## src/rtl/sequenciador_rodadas_pkg.sv

```systemverilog
// Shared types and helpers for the round sequencer: FSM states, grade limits,
// LFSR step and the mod-10 mapping from LFSR value to target value.
package sequenciador_pkg;

  typedef enum logic [2:0] {
    OCIOSO,
    APRESENTA,
    AMOSTRA,
    AVALIA,
    PROXIMA,
    FIM
  } estado_t;

  localparam logic [3:0] NOTA_MIN      = 4'd1;
  localparam logic [3:0] NOTA_INVALIDA = 4'd11;
  localparam logic [3:0] NOTA_MAX      = NOTA_INVALIDA - 4'd1;

  function automatic logic [3:0] lfsr_proximo(input logic [3:0] valor);
    return {valor[2:0], valor[3] ^ valor[2]};
  endfunction

  // The LFSR never reaches 0, so values 10..15 fold onto 0..5.
  function automatic logic [3:0] mapeia_ideal(input logic [3:0] valor);
    return (valor < 4'd10) ? valor : valor - 4'd10;
  endfunction

  function automatic logic nota_aceita(input logic [3:0] valor);
    return (valor >= NOTA_MIN) && (valor <= NOTA_MAX);
  endfunction

endpackage

```

## src/rtl/sequenciador_rodadas_gerador_ideal.sv

```systemverilog
// Pseudo-random target generator: 4-bit LFSR plus mod-10 mapping.
// The ideal output is a look-ahead: the mapped value the LFSR holds after this edge.
module gerador_ideal
  import sequenciador_pkg::*;
#(
  parameter logic [3:0] SEMENTE = 4'b0001
) (
  input  logic       clock,
  input  logic       reset_n,
  input  logic       carregar,
  input  logic       avancar,
  output logic [3:0] ideal
);

  logic [3:0] lfsr;
  logic [3:0] lfsr_seguinte;

  always_comb begin
    lfsr_seguinte = lfsr;
    if (carregar)
      lfsr_seguinte = SEMENTE;
    else if (avancar)
      lfsr_seguinte = lfsr_proximo(lfsr);
  end

  always_ff @(posedge clock or negedge reset_n) begin
    if (!reset_n)
      lfsr <= SEMENTE;
    else
      lfsr <= lfsr_seguinte;
  end

  assign ideal = mapeia_ideal(lfsr_seguinte);

endmodule

```

## src/rtl/sequenciador_rodadas.sv

```systemverilog
// Round sequencer: presents a target per round, waits a settling window,
// freezes the sensor, strobes the grader and accumulates the returned grades.
module sequenciador_rodadas
  import sequenciador_pkg::*;
#(
  parameter int          N_RODADAS    = 8,
  parameter int          TEMPO_ESPERA = 50,
  parameter logic [3:0]  SEMENTE      = 4'b0001
) (
  input  logic       clock,
  input  logic       reset_n,
  input  logic       iniciar,
  input  logic [3:0] sensor,
  input  logic [3:0] nota,
  output logic [3:0] ideal,
  output logic [3:0] sensor_amostra,
  output logic       enable,
  output logic [3:0] rodada,
  output logic [7:0] pontuacao,
  output logic       nota_valida,
  output logic       erro,
  output logic       fim
);

  localparam int            CW      = $clog2(TEMPO_ESPERA + 1);
  localparam logic [CW-1:0] RECARGA = CW'(TEMPO_ESPERA - 1);
  localparam logic [3:0]    ULTIMA  = 4'(N_RODADAS - 1);

  estado_t       estado;
  logic [CW-1:0] contador;
  logic [3:0]    ideal_prox;
  logic          partida;
  logic          avancar;

  assign partida = iniciar && ((estado == OCIOSO) || (estado == FIM));
  assign avancar = (estado == PROXIMA);

  gerador_ideal #(.SEMENTE(SEMENTE)) u_gerador (
    .clock    (clock),
    .reset_n  (reset_n),
    .carregar (partida),
    .avancar  (avancar),
    .ideal    (ideal_prox)
  );

  always_ff @(posedge clock or negedge reset_n) begin
    if (!reset_n) begin
      estado         <= OCIOSO;
      contador       <= '0;
      ideal          <= '0;
      sensor_amostra <= '0;
      enable         <= 1'b0;
      rodada         <= '0;
      pontuacao      <= '0;
      nota_valida    <= 1'b0;
      erro           <= 1'b0;
      fim            <= 1'b0;
    end else begin
      enable      <= 1'b0;
      nota_valida <= 1'b0;
      case (estado)
        OCIOSO, FIM: begin
          if (iniciar) begin
            rodada    <= '0;
            pontuacao <= '0;
            erro      <= 1'b0;
            fim       <= 1'b0;
            ideal     <= ideal_prox;
            contador  <= RECARGA;
            estado    <= APRESENTA;
          end
        end
        // enable is registered, so it is raised on the edge that enters AMOSTRA.
        APRESENTA: begin
          if (contador == '0) begin
            enable <= 1'b1;
            estado <= AMOSTRA;
          end else begin
            contador <= contador - 1'b1;
          end
        end
        AMOSTRA: begin
          sensor_amostra <= sensor;
          estado         <= AVALIA;
        end
        AVALIA: begin
          nota_valida <= 1'b1;
          if (nota_aceita(nota))
            pontuacao <= pontuacao + {4'd0, nota};
          else
            erro <= 1'b1;
          estado <= PROXIMA;
        end
        PROXIMA: begin
          if (rodada == ULTIMA) begin
            fim    <= 1'b1;
            estado <= FIM;
          end else begin
            rodada   <= rodada + 1'b1;
            ideal    <= ideal_prox;
            contador <= RECARGA;
            estado   <= APRESENTA;
          end
        end
        default: estado <= OCIOSO;
      endcase
    end
  end

endmodule

```

## config.mk

```make
export PLATFORM = sky130hd
export DESIGN_NAME = sequenciador_rodadas
export DESIGN_NICKNAME = d
export VERILOG_FILES = /design/src/rtl/sequenciador_rodadas_pkg.sv /design/src/rtl/sequenciador_rodadas_gerador_ideal.sv /design/src/rtl/sequenciador_rodadas.sv
export SDC_FILE = /design/constraint.sdc
export NUM_CORES = 1
export LEC_CHECK = 0
export ABC_AREA = 1
export CORE_UTILIZATION = 40
export CTS_CLUSTER_DIAMETER = 50
export CTS_CLUSTER_SIZE = 12
export DETAILED_ROUTE_END_ITERATION = 16
export GPL_ROUTABILITY_DRIVEN = 1
export PLACE_DENSITY_LB_ADDON = 0.3
export SLEW_MARGIN = 20
export SYNTH_ARGS = -nofsm -noshare
export SYNTH_HDL_FRONTEND = slang
export SYNTH_SLANG_ARGS = --single-unit
```

## constraint.sdc

```tcl
create_clock -name clock -period 3 [get_ports clock]
set_clock_uncertainty 0.1 [all_clocks]
set_input_delay 0.9 -clock clock [delete_from_list [all_inputs] [get_ports clock]]
set_output_delay 0.9 -clock clock [all_outputs]
set_load 0.05 [all_outputs]
```

==> metrics.md, run 1 <==
| Metric | Value |
|---|---|
| First-pass GRT wire length | ~6600 µm |
| Critical Path, Cell by Cell | clkdlybuf4s50_1 |
| IO Count | 35 |
| R2R setup slack | between 1 and 1.5 ns |
| Die span in x | 73.28 µm |
| Post-CTS sizing | 0 |
| Max Cap Viol | 0 |
| FF+latch count, synth | 37 |
| Vias | between 1500 and 2000 |
| Commonest non-fill, non-tap cell in the layout | nand2_1 |
| P_leak | 1.257 nW |
| Hold endpoint | contador[0] |
| CTS Root Cell | clkbuf_8 |
| CTS clock-pin slew for the worst setup and hold paths | roughly 0.070 ns |
| Overall Global Routing Usage | 0.1628 |
| Die Y | between 70 and 80 µm |
| Max-slew violation count | 0 |
| Syn. warnings | 0 |
| WL final | ~4000 µm |
| CTS Buffer Depth | 2 |
| CP max-delay cell | clkdlybuf4s50_1 |
| Fillcell total | approximately 470 |
| Period utilization | 0.8542 |
| Nets | around 300 |
| Final count of hold timing violations | 0 |
| Power share of the combinational group | 0.533 |
| Seq/Total Area, Yosys | 0.4563 |
| Number of global-route vias before repair | approximately 1500 |
| Internal | 1.431 mW |
| Mapped Nets | 264 |
| Post-CTS setup buffers | 0 |
| Initial core utilization | 0.4218 |
| Post-place setup slack | around 0.28 ns |
| RSZ-0062 raised after global routing | false |
| Clock power share | 0.167 |
| # setup viols final | 0 |
| Crit path DAT | between 1.5 and 2 ns |
| Minimum clock period | roughly 2.6 ns |
| Core ar. | roughly 4800 µm² |
| Initial antenna violation count | 0 |
| H-Tree Depth | 2 |
| CP bufs+invs | 1 |
| DPL Wire Length | about 3000 µm |
| Setup ws final | between 0.4 and 0.5 ns |
| Post-Synthesis Cells | about 240 |
| Clk sink count | 37 |
| Reg2Reg Depth | 9 |
| Ant. Diodes | 0 |
| Maximum VDD drop | roughly 0.00054 V |
| DR iter-0 viols | 55 |
| Fin Setup TNS | 0 ns |
| Power density cells | 1048 nW/µm² |
| Total gr overflow | 0 |
| Worst flop-to-flop path endpoint | ideal[2] |
| Max stage delay on crit path | between 0.8 and 0.9 ns |
| Crit Path Category | reg2out |
| Post-synth cell types | 33 |
| Fin util | 0.5314 |
| First-pass DRT Iterations | 4 |
| Cell family with most CP delay | buffers and inverters |
| Port Buffer Count | 34 |
| Pwr Total | 2.683 mW |
| P_sw | ~1.3 mW |
| Cell Rows | 25 |
| Area of the mapped netlist | a little over 2000 µm² |
| Worst skew pair latency | roughly 0.29 ns |
| Post-route ant nets | 0 |
| Mean post-synth cell area | 8.328 µm² |
| Crit end category | output port |
| Outcome | finished, final reports clean |
| TritonCTS clock tree | built |
| Critical Path Fanout Max | 7 |
| Slew HR | 0.4518 |
| Die area | 5369 µm² |
| Hold Buf Count CTS | 0 |
| Sw Ratio | 0.4668 |
| Share of layout cells above drive strength 1 | 0.1298 |
| Max Freq | ~400 MHz |
| Seq pwr share | 0.300 |
| Placer Congestion | 0.8417 |
| Worst slew pin tran | 0.8223 ns |
| Area grow syn2layout | 25.99% |
| Vias per inst | a little under 5 |
| Worst Min Path Start | contador[0] |
| Pin count of the biggest net entering global routing | 38 |
| DR DRC count | 0 |
| Critical Path RT | 2.00 ns |
| CP startpoint kind | flip-flop |
| Routed length per instance | roughly 11 µm |
| Hold Path Class | reg2reg |
| Hold path depth | 1 |
| Most frequent cells in the layout | 69 x nand2_1, 36 x dfrtp_1, 33 x clkdlybuf4s50_1, 22 x nand3_1 |
| Total clock buffers created by CTS | 5 |
| Reg2reg start | estado[2] |
==> synth_stat cells <==
cell	instances	area, µm²
o21ai_2	1	8.760
buf_6	1	11.26
nor3_1	2	10.01
xnor2_1	1	8.760
dfrtp_1	36	900.9
a21oi_1	14	70.07
bufinv_8	1	17.52
nand3_1	22	110.1
nand4_1	5	31.28
mux2_2	4	45.04
nand3_2	1	10.01
nor2_4	2	22.52
nand2_2	7	43.79
o211ai_1	2	15.01
xor2_1	2	17.52
o21ai_1	4	20.02
o21ai_0	7	35.03
ha_1	8	100.1
a21oi_2	1	8.760
inv_1	18	67.56
nor3b_1	1	7.510
or2_2	2	12.51
inv_2	6	22.52
nor2_2	1	6.260
nand3_4	1	17.52
a32o_1	1	10.01
o22ai_1	1	6.260
o31ai_1	1	7.510
dfstp_2	1	26.28
nand2_1	69	259.0
nor2_1	18	67.56
nand3b_1	2	15.01
fa_1	1	20.02
==> registers in the layout, summed over array words and instances, names as in the netlist <==
register / count
rodada: 4
nota_valida: 1
fim: 1
estado: 3
ideal: 4
pontuacao: 8
enable: 1
contador: 6
erro: 1
u_gerador.lfsr: 4
sensor_amostra: 4
==> kinds of logic (layout without fill, tap and decap cells) <==
family,after synthesis,count (layout),synth area share
compound gates,32,32,0.08929
buf+inv,26,67,0.05850
fa+ha+maj,9,9,0.05912
xor+xnor,3,3,0.01293
simple gates,133,133,0.3017
flops,37,37,0.4563
mux,4,4,0.02217
==> power groups by stage <==
stage                     registers [mW]  clock network, mW  logic, mW
after floorplan                     1.13                  0      0.725
after global placement             0.812                  0       1.41
after detailed placement           0.814                  0       1.44
after CTS                          0.806              0.461       1.44
after global routing               0.829              0.484       1.57
final                              0.806              0.448       1.43
==> worst max-delay path by stage <==
stage / from / to / cells after the start
floorplan: nota[0] / pontuacao[2] / 5
global placement: nota[0] / pontuacao[2] / 6
detailed placement: nota[0] / pontuacao[2] / 6
CTS: pontuacao[4] / pontuacao[4] / 1
global route: pontuacao[4] / pontuacao[4] / 1
finish: pontuacao[4] / pontuacao[4] / 1
==> metal layers <==
metal  wire length (µm)  global-route usage
met5                  0                   0
met3                110             0.04527
met4                 64             0.06536
met1               1920              0.2091
met2               1870              0.2593
==> per-stage QoR <==
step                instance area, µm²  instances  hold WS [ns]
floorplan                         2032        244        0.3554
global placement                  2440        344        0.3668
detailed placement                2440        344        0.3709
CTS                               2560        352        0.3849
global route                      2560        352        0.4148
finish                            2560        352        0.3803
==> cell type report <==
| type | count | area (µm²) | area share |
|---|---|---|---|
| inverters | 25 | 107.6 | 0.04203 |
| multi-input cells | 181 | 985.9 | 0.3851 |
| well taps | 67 | 83.83 | 0.03275 |
| clock buffers | 6 | 82.58 | 0.03226 |
| repair buffers | 34 | 335.3 | 0.1310 |
| flip-flops and latches | 37 | 927.1 | 0.3622 |
| clock inverters | 2 | 37.54 | 0.01466 |
No activity file was read; power rests on OpenSTA's default activity.
==> inputs of run 2 (changes only) <==
CTS_BUF_LIST = sky130_fd_sc_hd__clkbuf_8 sky130_fd_sc_hd__clkbuf_16   (was not set)
CTS_CLUSTER_SIZE = 28   (was 12)
==> results of run 2 <==
Final layout, timing and power as in run 1 (identical DEF).
